--- config.mk ---
export PLATFORM = sky130hd
export DESIGN_NAME = prog_loader
export DESIGN_NICKNAME = d
export VERILOG_FILES = /design/src/rtl/prog_loader.sv
export SDC_FILE = /design/constraint.sdc
export NUM_CORES = 1
export LEC_CHECK = 0
export CAP_MARGIN = 10
export CELL_PAD_IN_SITES_DETAIL_PLACEMENT = 1
export CELL_PAD_IN_SITES_GLOBAL_PLACEMENT = 1
export CORE_MARGIN = 2
export CORE_UTILIZATION = 35
export DETAILED_ROUTE_END_ITERATION = 6
export GPL_TIMING_DRIVEN = 0
export PLACE_DENSITY = 0.81
export SYNTH_ARGS = -nofsm -noshare
export SYNTH_HDL_FRONTEND = slang
export SYNTH_SLANG_ARGS = --single-unit
--- constraint.sdc ---
create_clock -name CLK -period 2.1 [get_ports CLK]
set_input_delay 0.63 -clock CLK [delete_from_list [all_inputs] [get_ports CLK]]
set_output_delay 0.63 -clock CLK [all_outputs]
set_load 0.03 [all_outputs]
--- src/rtl/prog_loader.sv ---
// Boot-time loader: packs received UART bytes into little-endian 32-bit words and
// writes them to instruction memory (program segment), then data memory (data segment).
module prog_loader #(
  parameter int unsigned ADDR_W    = 12,
  parameter int unsigned PROG_BASE = 0,
  parameter int unsigned DATA_BASE = 0
) (
  input  logic              CLK,
  input  logic              RST_N,
  input  logic              byte_valid,
  input  logic [7:0]        byte_data,
  input  logic              seg_end,
  output logic              mem_we,
  output logic              mem_sel,
  output logic [ADDR_W-1:0] mem_addr,
  output logic [31:0]       mem_wdata,
  output logic              load_done,
  output logic              overflow
);

  typedef enum logic [2:0] {
    S_PROG   = 3'd0,
    S_PFLUSH = 3'd1,
    S_DATA   = 3'd2,
    S_DFLUSH = 3'd3,
    S_DONE   = 3'd4
  } state_t;

  localparam logic [ADDR_W-1:0] PTR_MAX    = {ADDR_W{1'b1}};
  localparam logic [ADDR_W-1:0] PTR_ONE    = {{(ADDR_W-1){1'b0}}, 1'b1};
  localparam logic [ADDR_W-1:0] PROG_START = PROG_BASE[ADDR_W-1:0];
  localparam logic [ADDR_W-1:0] DATA_START = DATA_BASE[ADDR_W-1:0];

  state_t              state_r, state_nxt_s;
  logic [1:0]          bc_r, bc_nxt_s;
  logic [31:0]         buf_r, word_s;
  logic [ADDR_W-1:0]   ptr_r;
  logic                sat_r;
  logic                in_seg_s, accept_s, flush_s, write_s, enter_data_s;

  // Byte assembly, flush decision and next-state selection.
  always_comb begin
    state_nxt_s  = state_r;
    word_s       = buf_r;
    in_seg_s     = (state_r == S_PROG) || (state_r == S_DATA);
    accept_s     = in_seg_s && byte_valid;
    // Starting a fresh word clears the upper lanes, so a flushed word comes out zero-padded.
    if (accept_s) begin
      case (bc_r)
        2'd0:    word_s = {24'h000000, byte_data};
        2'd1:    word_s = {16'h0000, byte_data, buf_r[7:0]};
        2'd2:    word_s = {8'h00, byte_data, buf_r[15:0]};
        default: word_s = {byte_data, buf_r[23:0]};
      endcase
    end else begin
      word_s = buf_r;
    end
    bc_nxt_s = accept_s ? (bc_r + 2'd1) : bc_r;
    flush_s  = in_seg_s && seg_end && (bc_nxt_s != 2'd0);
    write_s  = (accept_s && (bc_r == 2'd3)) || flush_s;
    case (state_r)
      S_PROG: begin
        if (seg_end) begin
          state_nxt_s = flush_s ? S_PFLUSH : S_DATA;
        end else begin
          state_nxt_s = S_PROG;
        end
      end
      S_PFLUSH: state_nxt_s = S_DATA;
      S_DATA: begin
        if (seg_end) begin
          state_nxt_s = flush_s ? S_DFLUSH : S_DONE;
        end else begin
          state_nxt_s = S_DATA;
        end
      end
      S_DFLUSH: state_nxt_s = S_DONE;
      S_DONE:   state_nxt_s = S_DONE;
      default:  state_nxt_s = S_PROG;
    endcase
    enter_data_s = (state_nxt_s == S_DATA) && (state_r != S_DATA);
  end

  // State, assembly registers, write pointer and registered outputs.
  always_ff @(posedge CLK or negedge RST_N) begin
    if (!RST_N) begin
      state_r   <= S_PROG;
      bc_r      <= 2'd0;
      buf_r     <= 32'h0000_0000;
      ptr_r     <= PROG_START;
      sat_r     <= 1'b0;
      mem_we    <= 1'b0;
      mem_sel   <= 1'b0;
      mem_addr  <= PROG_START;
      mem_wdata <= 32'h0000_0000;
      load_done <= 1'b0;
      overflow  <= 1'b0;
    end else begin
      state_r <= state_nxt_s;
      mem_we  <= write_s && !sat_r;
      if (write_s && !sat_r) begin
        mem_addr  <= ptr_r;
        mem_wdata <= word_s;
        if (ptr_r == PTR_MAX) begin
          overflow <= 1'b1;
        end
      end
      if (enter_data_s) begin
        ptr_r <= DATA_START;
        sat_r <= 1'b0;
        bc_r  <= 2'd0;
        buf_r <= 32'h0000_0000;
      end else begin
        bc_r  <= flush_s ? 2'd0 : bc_nxt_s;
        buf_r <= word_s;
        if (write_s && !sat_r) begin
          if (ptr_r == PTR_MAX) begin
            sat_r <= 1'b1;
          end else begin
            ptr_r <= ptr_r + PTR_ONE;
          end
        end
      end
      // Lags the state by one cycle so a last old-segment write still carries the old select.
      mem_sel   <= (state_r == S_DATA) || (state_r == S_DFLUSH) || (state_r == S_DONE);
      load_done <= load_done || (state_nxt_s == S_DONE);
    end
  end

endmodule

==> flow_summary_export.csv, run 1 <==
group,metric,value,unit
sta,fmax,0.4460,GHz
cts,cts-root-buf,"clkbuf_16",
logic_synthesis,synth_edf_count,0,
drt,wl_per_cell,19.30,um
logic_synthesis,synth.avg_cell_area,10.21,sq um
sta,period_share,106.8,%
sta,skew,0.007792,ns
critical_path,cp-start-kind,"register",
critical_path,rr_worst_depth,8,
place,gp_congestion,0.7809,
power,p_sw_share,37.42,%
run,drv_cap,0,
cells_and_area,final_cell_mix,"95 x dfrtp_1, 61 x nand2_1, 55 x clkdlybuf4s50_1",
place,dp_hpwl,7495,um
logic_synthesis,yosysTopAreaCell,"dfrtp_1",
global_route,grt_pass1_wl,20100,um
power,pwr-share-seq,32.1,%
logic_synthesis,yosysWarnings,0,
logic_synthesis,ys_seq_area_share,59.30,%
power,pwr-share-clk,23.0,%
sta,layout_min_cycle_time,2.242,ns
logic_synthesis,ys_ff_latch,98,
cts,cts_hold_buf,0,
cts,cts.htree.levels,3,
logic_synthesis,async_reset_ff_share,100.0,%
place,portBuffers,59,
drt,drtPass1Iterations,5,
drt,drc,0,
critical_path,r2r_end,"ptr_r[2]",
cts,path_clk_slew,0.07,ns
cts,cts.sinks,98,
sta,setup_slack,-0.1423,ns
die,pin_count,60,
global_route,grt_pass1_vias,3914,
critical_path,r2r_start,"bc_r[0]",
critical_path,crit_slowest_cell,"or4_1",
drt,vias_per_cell,5.334,
critical_path,ff2ff_setup_slack,-0.14,ns
cells_and_area,finalNetCount,519,
sta,final-hold-violation-count,0,
power,power.switching,2.914,mW
sta,rsz0062_at_grt,"true",
global_route,antenna_found_initial,0,
outcome,status,"finished, violations left",
sta,drv_slew,0,
critical_path,crit_arrival,2.50,ns
critical_path,cp_num_cells,8,
power,p_int,4.872,mW
sta,worst_pin_slew,0.7466,ns
logic_synthesis,yosysTopAreaCellShare,59.30,%
die,start_util,36.06,%
cells_and_area,final_common_cell,"dfrtp_1",
sta,slew_headroom,50.22,%
cells_and_area,layout-drive-gt1-share,24.65,%
die,die_area,12700,sq um
cells_and_area,antennaDiodeCount,0,
power,p_total,7.786,mW
drt,drt_wl_total,12550,um
critical_path,path_cells,"inv_2 -> ha_4 -> or3b_1 -> mux2_4 -> nand3_4 -> bufbuf_16 -> or4_1 -> a21oi_1",
power,power.static_leakage,2.698,nW
worst_hold_path,min_path_type,"input pin to async pin",
cts,clock_path_buffers,2,
sta,setup_viol,85,
drt,ant_nets,0,
power,p_comb_share,44.9,%
critical_path,startpoint,"bc_r[0]",
logic_synthesis,synthCells,405,
sta,hold_slack,0.3460,ns
die,die_h,112.7,um
logic_synthesis,ys.flop_type,"dfrtp_1",
critical_path,crit_required,2.36,ns
die,die_w,112.7,um
critical_path,cp_top_family,"simple AND/OR/NAND/NOR gates",
critical_path,critical_path_class,"register to register",
cts,tritoncts,"built",
critical_path,end_kind,"register",
logic_synthesis,syn_area,4135,sq um
power,powerDensity,1335,nW/um^2
global_route,grt_usage,20.34,%
logic_synthesis,yosysUniqueCellTypes,43,
power,vdd_drop_max,0.8746,mV
outcome,violations,"setup timing",
critical_path,crit_path_max_fanout,5,
logic_synthesis,synth_area_leaders,"dfrtp_1 59%, nand2_1 6.5%, a21oi_1 3.8%, nor2_1 3.6%, o21ai_0 3.1%",
drt,first_iter_violations,171,
die,coreArea,11470,sq um
cells_and_area,area_growth,41.03,%
global_route,gr-total-overflow,0,
critical_path,critical_path.endpoint,"ptr_r[2]",
critical_path,max_stage_delay,0.49,ns
drt,vias,3467,
cts,clock_latency,0.35,ns
global_route,grt_max_degree,57,
critical_path,path_buf_inv,2,
logic_synthesis,synth_nets,422,
die,num_rows,39,
cts,cts_buffers,9,
-- synth_stat cells (all sizes together) (3+ instances only) --
| cell | number |
|---|---|
| nand2 | 72 |
| or4 | 6 |
| nand4 | 4 |
| nor3 | 5 |
| clkbuf | 7 |
| and2 | 4 |
| o31ai | 6 |
| and3 | 17 |
| nor2 | 41 |
| dfrtp | 98 |
| nand3 | 6 |
| a21oi | 31 |
| a22oi | 16 |
| buf | 19 |
| inv | 6 |
| ha | 5 |
| or3 | 3 |
| or2 | 3 |
| o21ai | 36 |
-- per-layer routing --
layer | global-route usage, % | share of wire [%] | up-vias
met2 | 36.45 | 53 | 76
li1 | - | - | 1587
met1 | 23.77 | 40 | 1775
met3 | 4.767 | 3.7 | 29
met5 | 0 | 0 | -
met4 | 7.398 | 3.1 | 0
-- cell families (layout without fill, tap and decap cells) --
logic type | after synthesis | count (layout) | share of synthesized area, %
and+or+nand+nor | 172 | 172 | 20.15
DFF | 98 | 98 | 59.30
AOI/OAI and AO/OA | 94 | 94 | 14.07
buffers and inverters | 32 | 134 | 3.933
adders and majority gates | 5 | 5 | 1.513
xor gates and xnor gates | 2 | 2 | 0.4237
muxes | 2 | 2 | 0.6050
-- worst min path at each step --
| stage | from | end | cells past startpoint |
|---|---|---|---|
| after floorplan | RST_N | bc_r[0] | 0 |
| after CTS | RST_N | mem_sel | 1 |
| after global routing | RST_N | mem_addr[2] | 1 |
| final | RST_N | mem_addr[4] | 1 |
| after detailed placement | overflow | overflow | 1 |
| after global placement | overflow | overflow | 1 |
-- flip-flops by register name, summed over array words and instances, names as in the netlist --
signal,cells
sat_r,1
state_r,3
buf_r,32
load_done,1
mem_sel,1
mem_we,1
bc_r,2
mem_wdata,32
ptr_r,12
overflow,1
mem_addr,12
-- stage by stage --
step	std cells	util, %	setup WS (ns)	instance area (sq um)	setup TNS, ns
after floorplan	405	-	-0.05705	4155	-2.227
after global placement	607	42.95	-3.196	4925	-378.69
after detailed placement	608	43.10	-0.8672	4942	-68.13
after CTS	644	49.23	-0.03597	5645	-0.3636
after global routing	650	50.86	-0.1738	5832	-9.627
final	650	50.86	-0.1423	5832	-4.155
-- layout make-up --
class	instances	area (sq um)
Timing Repair Buffer	88	879.6
Fill cell	1238	5635
Sequential cell	98	2456
Clock buffer	11	232.7
Multi-Input combinational cell	275	1720
Clock inverter	5	87.58
Tap cell	143	178.9
Buffer	24	251.5
Inverter	6	25.02
-- repair_timing --
action | CTS | global route
hold endpoints to repair | 0 | 0
endpoints found under the setup margin | 96 | 94
gates resized for setup | 69 | 48
setup buffers | 18 | 5
cloned | 3 | 2
pin swaps | 17 | 8
-- power by group through the flow --
stage                     Sequential (mW)  Clock (mW)  Combinational (mW)
after CTS                            2.48        1.82                3.17
after global placement               2.48           0                2.38
final                                2.50        1.79                3.50
after detailed placement             2.49           0                2.47
after floorplan                      2.77           0                1.28
after global routing                 2.54        1.90                3.76
Power figures use the tool's default switching activity.
==> run 2, diff against run 1 <==
Settings changed: SETUP_SLACK_MARGIN from default to 0.15, SLEW_MARGIN from default to 20.
==> run 2 against run 1 <==
  * The flow still finishes with violations (setup timing)
  * Sequential power barely moved
  * Maximum frequency rose by 1.4%
  * Flip-flop and latch count did not move
  * Global-route usage fell by 0.52 points
==> flow_summary_export.csv, run 2 (same netlist as run 1, synthesis figures left out) <==
group,metric,value,unit
outcome,status,"finished, violations left",
outcome,violations,"setup timing",
critical_path,r2r_start,"state_r[0]",
cts,cts.sinks,98,
drt,ant_nets,0,
critical_path,cp_num_cells,7,
place,portBuffers,59,
cts,clock_latency,0.36,ns
die,start_util,36.06,%
power,power.static_leakage,2.945,nW
cts,cts_hold_buf,0,
drt,drc,0,
critical_path,path_cells,"or3b_4 -> or3_4 -> buf_6 -> or2_1 -> buf_6 -> a22oi_2 -> o21ai_1",
global_route,grt_usage,19.82,%
sta,hold_slack,0.1213,ns
cts,cts_buffers,9,
die,die_w,112.7,um
critical_path,path_buf_inv,2,
global_route,grt_pass1_wl,19590,um
die,pin_count,60,
critical_path,r2r_end,"mem_wdata[3]",
sta,rsz0062_at_grt,"true",
drt,wl_per_cell,21.09,um
global_route,grt_pass1_vias,3739,
die,die_area,12700,sq um
sta,skew,0.007332,ns
cells_and_area,final_common_cell,"dfrtp_1",
cells_and_area,finish.utilization,53.66,%
cts,cts-root-buf,"clkbuf_16",
sta,worst_pin_slew,0.4498,ns
cts,clock_path_buffers,2,
cells_and_area,area_growth,48.80,%
sta,setup_tns,-3.857,ns
cells_and_area,stdcell_count,658,
critical_path,crit_slowest_cell,"dfrtp_2",
critical_path,ff2ff_setup_slack,-0.11,ns
place,place_ws,-0.7782,ns
worst_hold_path,min_path_type,"input pin to async pin",
critical_path,crit_arrival,2.44,ns
critical_path,critical_path_class,"register to register",
critical_path,crit_path_max_fanout,8,
sta,slew_headroom,70.01,%
cells_and_area,largestRegisters,"buf_r x32, mem_wdata x32",
drt,vias_per_cell,5.436,
sta,final-hold-violation-count,0,
critical_path,crit_required,2.33,ns
drt,vias,3577,
critical_path,max_stage_delay,0.43,ns
cts,path_clk_slew,0.07,ns
sta,setup_viol,83,
critical_path,cp_top_family,"simple AND/OR/NAND/NOR gates",
die,num_rows,39,
die,die_h,112.7,um
sta,fmax,0.4522,GHz
place,dp.cells,608,
critical_path,cp-start-kind,"register",
cells_and_area,layout-drive-gt1-share,33.20,%
global_route,grt_max_degree,78,
sta,drv_slew,0,
cells_and_area,antennaDiodeCount,0,
critical_path,cp_common_cell,"buf_6",
critical_path,rr_worst_depth,7,
global_route,antenna_found_initial,0,
cts,tritoncts,"built",
sta,period_share,105.3,%
sta,layout_min_cycle_time,2.212,ns
drt,drt_wl_total,13880,um
cells_and_area,final_cell_mix,"95 x dfrtp_1, 61 x nand2_1, 49 x dlygate4sd2_1",
die,coreArea,11470,sq um
critical_path,end_kind,"register",
cts,cts.htree.levels,3,
power,powerDensity,1339,nW/um^2
place,gp_congestion,0.7400,
drt,first_iter_violations,161,
drt,drtPass1Iterations,4,
power,vdd_drop_max,0.6483,mV
place,dp_hpwl,7774,um
cells_and_area,finalNetCount,528,
global_route,gr-total-overflow,0,
run,drv_cap,0,
sta,setup_slack,-0.1116,ns
==> run 2: changes by cell type in the layout (fill, tap and decap cells not counted), moves of 21 or more <==
cell / before / now
clkdlybuf4s50_1: 55 / 8
dlygate4sd2_1: 2 / 49
nor2_1: 39 / 15
nor2_4: 1 / 22
==> run 2: worst max path at each step <==
stage | startpoint | to | slack (ns)
detailed placement | byte_valid | buf_r[12] | -0.78
finish | state_r[0] | mem_wdata[3] | -0.11
global placement | RST_N | mem_wdata[14] | -3.20
global route | bc_r[1] | mem_wdata[9] | -0.18
CTS | bc_r[1] | ptr_r[11] | -0.04
floorplan | byte_valid | mem_wdata[6] | -0.06
==> run 2: through the flow <==
step | total power, mW | area (sq um)
finish | 8.237 | 6153
global route | 8.615 | 6153
global placement | 4.979 | 4982
floorplan | 4.173 | 4213
CTS | 7.198 | 5567
detailed placement | 5.096 | 5011
==> run 2: timing repair <==
| action | CTS | global route |
|---|---|---|
| resized for setup | 101 | 104 |
| setup endpoints to repair | 144 | 95 |
| cloned | 2 | 6 |
| pin swaps | 25 | 27 |
| buffers inserted | 15 | 13 |
==> run 2: area by class of cell <==
cell class	instances	area (sq um)
Clock inverter	5	63.81
Inverter	6	25.02
Timing Repair Buffer	96	954.7
Multi-Input combinational cell	275	1933
Fill cell	1209	5314
Sequential cell	98	2456
Clock buffer	10	229.0
Tap cell	143	178.9
Buffer	25	312.8
==> run 2: per-layer routing <==
| metal | part of all wire [%] | vias up | track usage [%] | routed length [um] |
|---|---|---|---|---|
| li1 | - | 1604 | - | - |
| met3 | 4.9 | 38 | 5.249 | 684 |
| met5 | 0 | - | 0 | 0 |
| met1 | 40 | 1816 | 24.62 | 5504 |
| met4 | 3.2 | 0 | 8.699 | 439 |
| met2 | 52 | 119 | 32.65 | 7249 |
==> run 2: power by group <==
part / switching, mW / internal, mW / total (mW)
clock: 0.745 / 0.928 / 1.67
sequential: 0.247 / 2.25 / 2.49
combinational: 2.29 / 1.78 / 4.07
total: 3.28 / 4.96 / 8.24
==> run 3, diff against run 2 <==
Settings changed: CAP_MARGIN 10 to default.
==> results of run 3 <==
Same layout as run 2: the final DEF is identical, and so are final timing and power.
